$ cat config.mk
export PLATFORM = sky130hd
export DESIGN_NAME = cache_rr_arbiter
export DESIGN_NICKNAME = d
export VERILOG_FILES = /design/src/rtl/cache_rr_arbiter.sv
export SDC_FILE = /design/constraint.sdc
export NUM_CORES = 1
export LEC_CHECK = 0
export BUFFER_PORTS_ARGS = -buffer_cell sky130_fd_sc_hd__buf_2
export CAP_MARGIN = 10
export CORE_ASPECT_RATIO = 0.7
export CORE_MARGIN = 2
export CORE_UTILIZATION = 52
export CTS_CLUSTER_DIAMETER = 30
export CTS_CLUSTER_SIZE = 10
export DETAILED_ROUTE_END_ITERATION = 6
export HOLD_SLACK_MARGIN = 0.1
export PLACE_DENSITY = 0.77
export SLEW_MARGIN = 20
export SYNTH_ARGS = -nofsm -noshare
export SYNTH_HDL_FRONTEND = slang
export SYNTH_SLANG_ARGS = --single-unit
export TNS_END_PERCENT = 1
$ cat constraint.sdc
create_clock -name clk -period 3.07 [get_ports clk]
set_clock_uncertainty 0.1 [all_clocks]
set_input_delay 0.1535 -clock clk [delete_from_list [all_inputs] [get_ports clk]]
set_output_delay 0.1535 -clock clk [all_outputs]
set_load 0.005 [all_outputs]
$ cat src/rtl/cache_rr_arbiter.sv
// Round-robin arbiter granting the cache datapath to one of W requesters; grant registered 1 cycle after req.
// Grant held until done or watchdog abort; losers simply keep req asserted (no other backpressure).
module cache_rr_decoder #(
    parameter int N = 3,
    parameter int W = 1 << N
) (
    input  logic [N-1:0] i_sel,
    input  logic         i_en,
    output logic [W-1:0] o_dec
);
    always_comb begin
        o_dec = '0;
        if (i_en) o_dec[i_sel] = 1'b1;
    end
endmodule

module cache_rr_arbiter #(
    parameter int N       = 3,
    parameter int W       = 1 << N,
    parameter int TIMEOUT = 16
) (
    input  logic         clk,
    input  logic         rst,
    input  logic [W-1:0] req,
    input  logic         done,
    output logic         gnt_valid,
    output logic [N-1:0] gnt_index,
    output logic [W-1:0] gnt_onehot,
    output logic         busy,
    output logic         timeout
);
    localparam int CW = $clog2(TIMEOUT + 1);

    typedef enum logic {ST_IDLE, ST_BUSY} state_t;

    state_t        r_state;
    logic [N-1:0]  r_ptr;
    logic [N-1:0]  r_idx;
    logic [CW-1:0] r_cnt;
    logic          r_timeout;

    logic          w_any;
    logic [N-1:0]  w_win;
    logic [N-1:0]  w_scan;

    // Scan from the farthest offset down to ptr so the last hit is the nearest one.
    always_comb begin
        w_any  = 1'b0;
        w_win  = r_ptr;
        w_scan = '0;
        for (int i = W - 1; i >= 0; i--) begin
            w_scan = r_ptr + N'(i);
            if (req[w_scan]) begin
                w_any = 1'b1;
                w_win = w_scan;
            end
        end
    end

    always_ff @(posedge clk or posedge rst) begin
        if (rst) begin
            r_state   <= ST_IDLE;
            r_ptr     <= '0;
            r_idx     <= '0;
            r_cnt     <= '0;
            r_timeout <= 1'b0;
        end else begin
            r_timeout <= 1'b0;
            case (r_state)
                ST_IDLE: begin
                    if (w_any) begin
                        r_state <= ST_BUSY;
                        r_idx   <= w_win;
                        r_cnt   <= '0;
                    end
                end
                ST_BUSY: begin
                    if (r_cnt != CW'(TIMEOUT)) r_cnt <= r_cnt + 1'b1;
                    if (done) begin
                        r_state <= ST_IDLE;
                        r_ptr   <= r_idx + 1'b1;
                    end else if (r_cnt == CW'(TIMEOUT - 1)) begin
                        r_state   <= ST_IDLE;
                        r_timeout <= 1'b1;
                        r_ptr     <= r_idx + 1'b1;
                    end
                end
                default: r_state <= ST_IDLE;
            endcase
        end
    end

    assign gnt_valid = (r_state == ST_BUSY);
    assign busy      = (r_state == ST_BUSY);
    assign gnt_index = r_idx;
    assign timeout   = r_timeout;

    cache_rr_decoder #(.N(N), .W(W)) u_dec (
        .i_sel (r_idx),
        .i_en  (r_state == ST_BUSY),
        .o_dec (gnt_onehot)
    );
endmodule

==> out/results.ini, run 1 <==
[final_layout]
fill_cells = 290
final_common_cell = buf_2
multi_input_area_sq_um = 1240
final_core_util = 0.602
regArea_sq_um = 325
drive_gt1_frac = 0.267
layout_common_cells = buf_2, nand2_1, nor2_1
syn2layout_area_growth_pct = 11.9
final_net_count = 220
num_antenna_cells = 0

[sta]
setup_viol = 0
fin_setup_tns_ns = 0
slew_viol_final = 0
relSlewSlack = 0.406
worst_slew_pin_slew_ns = 0.883
fmax_mhz = 345
hold_viol_final = 0
rsz0062_at_grt = false
finalCritPeriodShare = 0.945
worst_slack_ns = 0.170
post-route-min-period_ns = 2.90

[clocking]
h-tree-depth = 1
clock-sinks = 13
insertion_delay_ns = 0.24
clk_path_buf_depth = 2
root_buffer = clkbuf_8
cts.reportedPaths.clkPinSlew_ns = 0.05
cts_buffers = 3
cts_tree = yes
cts_setup_buffers = 0

[synth]
synth_edf_count = 0
synthFlopType = dfrtp_1
synth_area_sq_um = 1670
ys_ff_latch = 13
async_flop_share = 1.00
syn-num-nets = 193
syn_inst = 176
syn_area_per_cell_sq_um = 9.49
yosysWarnings = 0
ys_seq_area_frac = 0.195
ys_types = 54

[route]
drc = 0
drt-vias-per-instance = 6.75
first_pass_iters = 5
drtAntennaViolNets = 0
wl_per_cell_microns = 19.0
routed-via-count = 1619
drt_wl_total_microns = 4560
drt_iter0_markers = 99

[pwr]
finalPower_uw = 2390
leakage_uw = 0.000845
p_per_area_nw_per_um2 = 1280
ir_drop_uv = 816

[min_path]
hold_path.class = in -> reg
hold_start = done
whs_path_depth = 3

[status]
status = finished clean

[floorplanning]
top_level_ports = 25
die_y_microns = 51.4
dieArea_sq_um = 3690
initial_core_util = 0.538
fp.coreArea_sq_um = 3110
row_count = 17
chipWidth_microns = 71.7

[grt]
grt_pass1_vias = 1472
grt_pass1_wl_microns = 7630
antenna_found_initial = 0
grtUsageTotal = 0.272
grt_max_degree = 21
grt-ovfl-total = 0

[setup_path]
crit_type = reg -> reg
r2r-start = r_ptr[0]
critPathMaxFanout = 11
crit_required_ns = 3.10
cp-end-kind = flop
cp-start-kind = flop
startpoint = r_ptr[0]
worstPathArrival_ns = 2.93
r2r_cells = 8

[placement]
dp_slack_ns = 0.203
place.port_buffers = 24
finalWeightedCongestion = 0.973
post-dp-hpwl_microns = 3450

[flow_run]
max-cap-violations = 0

registers in the layout, indices dropped and copies added (netlist names):
signal / count
r_cnt: 5
timeout: 1
gnt_index: 3
busy: 1
r_ptr: 3
critical path, stage by stage (launching register included):
cell and delay [ns]:
dfrtp_1 0.35, clkinv_1 0.09, ha_1 0.54, mux2i_1 0.20, mux4_2 0.54, and4_1 0.23
o211a_4 0.17, or2_4 0.25, o31a_1 0.30
layout make-up:
cell class / instances / area share
Sequential cell: 13 / 0.174
Multi-Input combinational cell: 143 / 0.663
Inverter: 12 / 0.0241
Clock buffer: 4 / 0.0241
Timing Repair Buffer: 30 / 0.0897
Tap cell: 38 / 0.0254
routing by layer:
layer / GRT usage / routed length (microns)
met4: 0.0660 / 62
met1: 0.408 / 1980
met2: 0.409 / 2040
met5: 0 / 0
met3: 0.0473 / 474
through the flow:
step / area, sq um / hold WS, ns / instances
floorplan: 1670 / -0.0695 / 176
global placement: 1810 / 0.0887 / 235
detailed placement: 1810 / 0.104 / 235
CTS: 1870 / 0.117 / 240
global route: 1870 / 0.130 / 240
finish: 1870 / 0.114 / 240
Yosys cell counts (2+ instances only):
master    number  area share
a21oi_1        3      0.0090
mux4_2        11        0.15
o21ai_1        2      0.0060
buf_6          2       0.013
o21ai_0        8       0.024
nand2b_1       6       0.022
o22ai_1        3       0.011
xor2_1         2       0.010
nand3_1        3      0.0090
nor2_1        16       0.036
a211oi_1       2      0.0090
nand2_1       16       0.036
inv_1         10       0.022
ha_1           6       0.045
mux2_2         5       0.034
mux2i_1       12       0.072
o211ai_1       2      0.0090
mux4_1         4       0.063
clkinv_1       2      0.0045
buf_4          4       0.018
and2_1         2      0.0075
and3_1         4       0.015
o31ai_1        3       0.013
dfrtp_1       13        0.19
nor3_1         6       0.018
where the power goes:
part | internal [uW] | switching (uW)
Clock | 91.7 | 60.8
Combinational | 860 | 1010
Sequential | 242 | 127
Total | 1190 | 1200
cell families after synthesis:
family,count (synthesis),share of synthesized area
buf+inv,20,0.0637
compound gates,40,0.175
simple gates,61,0.179
flops,13,0.195
fa+ha+maj,6,0.0449
xor+xnor,4,0.0255
mux,32,0.317
what timing repair did:
action / in CTS / in global routing
hold endpoints to repair: 13 / 0
resized for setup: 0 / 0
setup endpoints to repair: 0 / 0
hold buffers: 1 / 0
path summary, 6_finish.rpt:
check,endpoint,slack [ns]
hold / removal,timeout,0.11
max in group asynchronous,gnt_index[2],2.17
setup reg to reg,gnt_index[0],0.17
hold reg to reg,r_cnt[3],0.43
min in group asynchronous,r_ptr[0],0.37
setup / recovery,gnt_index[0],0.17
Power figures use the tool's default switching activity.
==> run 2, diff against run 1 <==
- GPL_TIMING_DRIVEN: not set -> 0
==> run 2 against run 1 <==
Net effect: die area stayed put; critical path type unchanged; sequential share of layout area is 1.3 points lower; critical path depth is 2 higher; clock power hardly changed; clock-buffer cell count stayed put; setup slack worse by 0.027 ns; final area is 8.2% higher; largest power group unchanged; via count is 2.9% higher; register-to-register slack worse by 0.03 ns; sequential power is 3% lower; final cell count is 3.8% higher.
==> out/results.ini, run 2 (same netlist as run 1, synthesis figures left out) <==
[sta]
relSlewSlack = 0.352
slew_viol_final = 0
post-route-min-period_ns = 2.93
worst_slew_pin_slew_ns = 0.964
finalCritPeriodShare = 0.953
fmax_mhz = 342
hold_viol_final = 0
rsz0062_at_grt = false
setup_viol = 0
fin_setup_tns_ns = 0

[setup_path]
worstPathArrival_ns = 2.96
path_cells = buf_12, clkinvlp_4, ha_4, buf_6, mux2i_2, mux4_2, and4_4, o211a_4, or2_4, o31a_1
critPathMaxFanout = 19
crit_family = multiplexers
cp-start-kind = flop
ff2ff_setup_slack_ns = 0.14
slowest_stage = mux4_2
critPathBufInv = 3
crit_required_ns = 3.10
crit_type = reg -> reg
cp-end-kind = flop
max_stage_delay_ns = 0.50

[final_layout]
final_common_cell = buf_2
drive_gt1_frac = 0.327
final_net_count = 229
fill_cells = 236
layout_common_cells = buf_2, nand2_1, nor2_1
finalInstanceArea_sq_um = 2020
num_antenna_cells = 0
top_register = r_cnt
syn2layout_area_growth_pct = 21.0
largest_reg_flops = 5

[floorplanning]
dieArea_sq_um = 3690
fp.coreArea_sq_um = 3110
initial_core_util = 0.538
die_y_microns = 51.4
chipWidth_microns = 71.7
row_count = 17
top_level_ports = 25

[placement]
dpl_cell_area_sq_um = 1840
finalWeightedCongestion = 0.921
post-dp-hpwl_microns = 3390
place.port_buffers = 24

[grt]
grt_max_degree = 20
grt-ovfl-total = 0
antenna_found_initial = 0
grt_pass1_vias = 1537
grtUsageTotal = 0.260
grt_pass1_wl_microns = 7450

[pwr]
ir_drop_uv = 649
leakage_uw = 0.000895
p_per_area_nw_per_um2 = 1310

[route]
drc = 0
drt-vias-per-instance = 6.69
first_pass_iters = 4
routed-via-count = 1666
m1WireLength_microns = 1900
top_layer_used = met4
wl_met2_microns = 2120
drt_wl_total_microns = 4560
drtAntennaViolNets = 0
wl_per_cell_microns = 18.3
drt_iter0_markers = 131
dr_wl_met3_microns = 466

[flow_run]
max-cap-violations = 0

[clocking]
root_buffer = clkbuf_8
clock-sinks = 13
cts_tree = yes
insertion_delay_ns = 0.24
cts.reportedPaths.clkPinSlew_ns = 0.05
clk_path_buf_depth = 2
cts_buffers = 3
h-tree-depth = 1

[min_path]
hold_path.class = in -> async

[status]
status = finished clean

-- run 2: cell count changes in the layout (fill, tap and decap cells not counted), sizes merged --
cell         previous run  this run
clkinvlp                0         1
buf                    29        36
clkbuf                  4         5
dlygate4sd3             1         2
inv                    10         9
-- run 2: final timing paths --
check | startpoint | cells past startpoint | endpoint
max | r_ptr[1] | 10 | gnt_index[0]
min | rst | 3 | gnt_index[2]
max reg2reg | r_ptr[1] | 10 | gnt_index[0]
min reg2reg | r_cnt[3] | 1 | r_cnt[3]
max in group asynchronous | rst | 3 | r_cnt[1]
min in group clk | r_cnt[3] | 1 | r_cnt[3]
-- run 2: tightest hold or removal path: stages --
cell and delay (ns):
dlygate4sd3_1 0.53, buf_2 0.12, inv_1 0.37
-- run 2: metal layers --
metal / track usage / vias to the layer above
li1: - / 747
met1: 0.363 / 799
met2: 0.415 / 102
met3: 0.0533 / 18
met4: 0.0692 / 0
met5: 0 / -
-- run 2: repair_timing --
action / 4_1_cts / 5_1_grt
setup buffers: 3 / 3
endpoints found under the hold margin: 14 / 0
endpoints found under the setup margin: 9 / 9
cloned: 0 / 0
gates resized for setup: 12 / 4
hold buffers: 2 / 0
-- run 2: cell type report --
type / instances / area (sq um) / area share
multi-input cells: 143 / 1280 / 0.635
well taps: 38 / 47.5 / 0.0235
repair buffers: 32 / 185 / 0.0916
clock buffers: 4 / 45.0 / 0.0223
inverters: 12 / 53.8 / 0.0266
plain buffers: 7 / 81.3 / 0.0402
flip-flops and latches: 13 / 325 / 0.161
-- run 2: where the power goes --
group | switching [uW] | internal (uW)
clock network | 62.4 | 91.8
logic | 1090 | 1050
registers | 116 | 243
-- run 2: metrics by stage --
step / hold WS [ns] / worst slack [ns] / std cells / power [uW] / utilization
6_report: 0.378 / 0.143 / 249 / 2650 / 0.651
3_5_place_dp: 0.102 / -0.319 / 238 / 2200 / 0.592
5_1_grt: 0.427 / 0.0376 / 249 / 2840 / 0.651
3_3_place_gp: 0.0835 / -0.241 / 238 / 2100 / 0.592
4_1_cts: 0.393 / 0.0172 / 246 / 2490 / 0.633
2_1_floorplan: -0.0695 / 0.00190 / 176 / 1790 / -
==> run 3, diff against run 2 <==
- ABC_AREA: not set -> 1
- CORE_UTILIZATION: 52 -> 50
- PLACE_DENSITY: 0.77 -> 0.76
==> run 3 against run 2 <==
Net effect: clock-buffer cell count did not move; global-route usage fell by 3.5 points; first-iteration DRC count fell by 0.76%; setup slack improved by 0.14 ns; flip-flop and latch count did not move; critical endpoint is now r_cnt[0]; wire length fell by 30%; non-clock buffer count fell by 7; sequential share of layout area rose by 4.7 points.
==> out/results.ini, run 3 <==
[status]
status = finished clean

[route]
drt_iter0_markers = 130
m1WireLength_microns = 1640
drt-vias-per-instance = 5.17
drt_wl_total_microns = 3190
routed-via-count = 1406
top_layer_used = met4
wl_met2_microns = 1210
drtAntennaViolNets = 0
dr_wl_met3_microns = 314
drc = 0
wl_per_cell_microns = 11.7
first_pass_iters = 4

[setup_path]
crit_required_ns = 3.10
worstPathArrival_ns = 2.82
crit_type = reg -> reg
critPathMaxFanout = 10
cp-end-kind = flop
cp-start-kind = flop

[grt]
grt-ovfl-total = 0
grtUsageTotal = 0.226
grt_pass1_vias = 1159
grt_max_degree = 14
antenna_found_initial = 0
grt_pass1_wl_microns = 5250

[clocking]
insertion_delay_ns = 0.24
h-tree-depth = 1
cts_tree = yes
cts_setup_buffers = 0
clock-sinks = 13
cts.reportedPaths.clkPinSlew_ns = 0.05
cts_buffers = 3
root_buffer = clkbuf_8
clk_path_buf_depth = 2

[sta]
fmax_mhz = 358
fin_setup_tns_ns = 0
post-route-min-period_ns = 2.79
worst_slack_ns = 0.280
finalCritPeriodShare = 0.909
worst_slew_pin_slew_ns = 0.567
hold_viol_final = 0
setup_viol = 0
slew_viol_final = 0
rsz0062_at_grt = false
fin_hold_ws_ns = 0.378
relSlewSlack = 0.618

[placement]
finalWeightedCongestion = 0.892
post-dp-hpwl_microns = 2490
dp_slack_ns = 0.334
dpl_cell_area_sq_um = 1500
place.port_buffers = 24

[pwr]
leakage_uw = 0.000865
p_per_area_nw_per_um2 = 1260
ir_drop_uv = 615

[synth]
syn_area_per_cell_sq_um = 6.43
syn-num-nets = 225
syn_inst = 208
synthTopCellsByCount = nand2_1, nand3_1, inv_1
synth_area_leaders = dfrtp_1, nand2_1, nand3_1
synth_edf_count = 0
yosysWarnings = 0
synth_area_sq_um = 1340
async_flop_share = 1.00
ys_ff_latch = 13
yosysTopAreaCellShare = 0.243
yosysMostFrequentCell = nand2_1
synth_top_area_cell = dfrtp_1
ys_seq_area_frac = 0.243
ys_types = 25
synthFlopType = dfrtp_1

[floorplanning]
row_count = 15
fp.coreArea_sq_um = 2500
die_y_microns = 47.3
chipWidth_microns = 65.8
initial_core_util = 0.536
top_level_ports = 25
dieArea_sq_um = 3110

[min_path]
hold_path.class = in -> async

[final_layout]
final_common_cell = nand2_1
final_core_util = 0.627
drive_gt1_frac = 0.227
layout_common_cells = nand2_1, nand3_1, buf_2
num_antenna_cells = 0
top_register = r_cnt
syn2layout_area_growth_pct = 17.0
largest_reg_flops = 5
final_net_count = 256
fill_cells = 239
finalInstanceArea_sq_um = 1570

[flow_run]
max-cap-violations = 0

run 3: final cells by class:
type,instances,area (sq um),share of cell area
Inverter,26,103,0.0655
Multi-Input combinational cell,163,846,0.540
Buffer,6,63.8,0.0408
Sequential cell,13,325,0.208
Clock buffer,4,45.0,0.0288
Tap cell,34,42.5,0.0272
Timing Repair Buffer,26,140,0.0895
run 3: cell families (layout without fill, tap and decap cells):
group	Yosys count	after routing	synth area share
buffers and inverters	32	62	0.124
xor gates and xnor gates	7	7	0.0458
adders and majority gates	6	6	0.0561
and+or+nand+nor	129	129	0.438
DFF	13	13	0.243
AOI/OAI and AO/OA	21	21	0.0926
run 3: worst max-delay path, stage by stage (launching register included):
cell and delay [ns]:
dfrtp_1 0.36, buf_6 0.15, inv_4 0.04, buf_8 0.13, ha_1 0.38, inv_1 0.26
nand3_1 0.14, nand3_1 0.17, nand2_2 0.10, nor2_1 0.10, nand2_1 0.08, nor3_2 0.24
nor2_2 0.10, inv_4 0.09, nand2_4 0.08, nand3_1 0.12, o21ai_2 0.05
run 3: per-layer routing:
layer | vias to the layer above | global-route usage
met5 | - | 0
met4 | 0 | 0.0750
met3 | 4 | 0.0671
met2 | 60 | 0.309
met1 | 613 | 0.336
li1 | 729 | -
run 3: power by group:
group | switching (uW) | internal (uW)
Clock | 59.8 | 91.7
Sequential | 63.2 | 235
Combinational | 970 | 558
Total | 1090 | 884
run 3: worst paths after layout:
kind	from	end	slack, ns	cells past startpoint
setup / recovery	r_ptr[1]	r_cnt[0]	0.28	16
hold / removal	rst	r_ptr[2]	0.38	3
max in group asynchronous	rst	r_cnt[4]	2.16	3
min in group clk	req[2]	gnt_index[2]	0.41	8
setup reg to reg	r_ptr[1]	r_cnt[0]	0.28	16
hold reg to reg	gnt_index[0]	r_ptr[0]	0.46	1
run 3: per-stage QoR:
step / instances / power [uW]
after global routing: 272 / 2190
final: 272 / 1980
after floorplan: 208 / 1480
after global placement: 266 / 1780
after CTS: 272 / 1960
after detailed placement: 266 / 1790
run 3: what timing repair did:
action,in CTS,in global routing
gates resized for setup,0,0
hold buffers,2,0
hold endpoints to repair,14,0
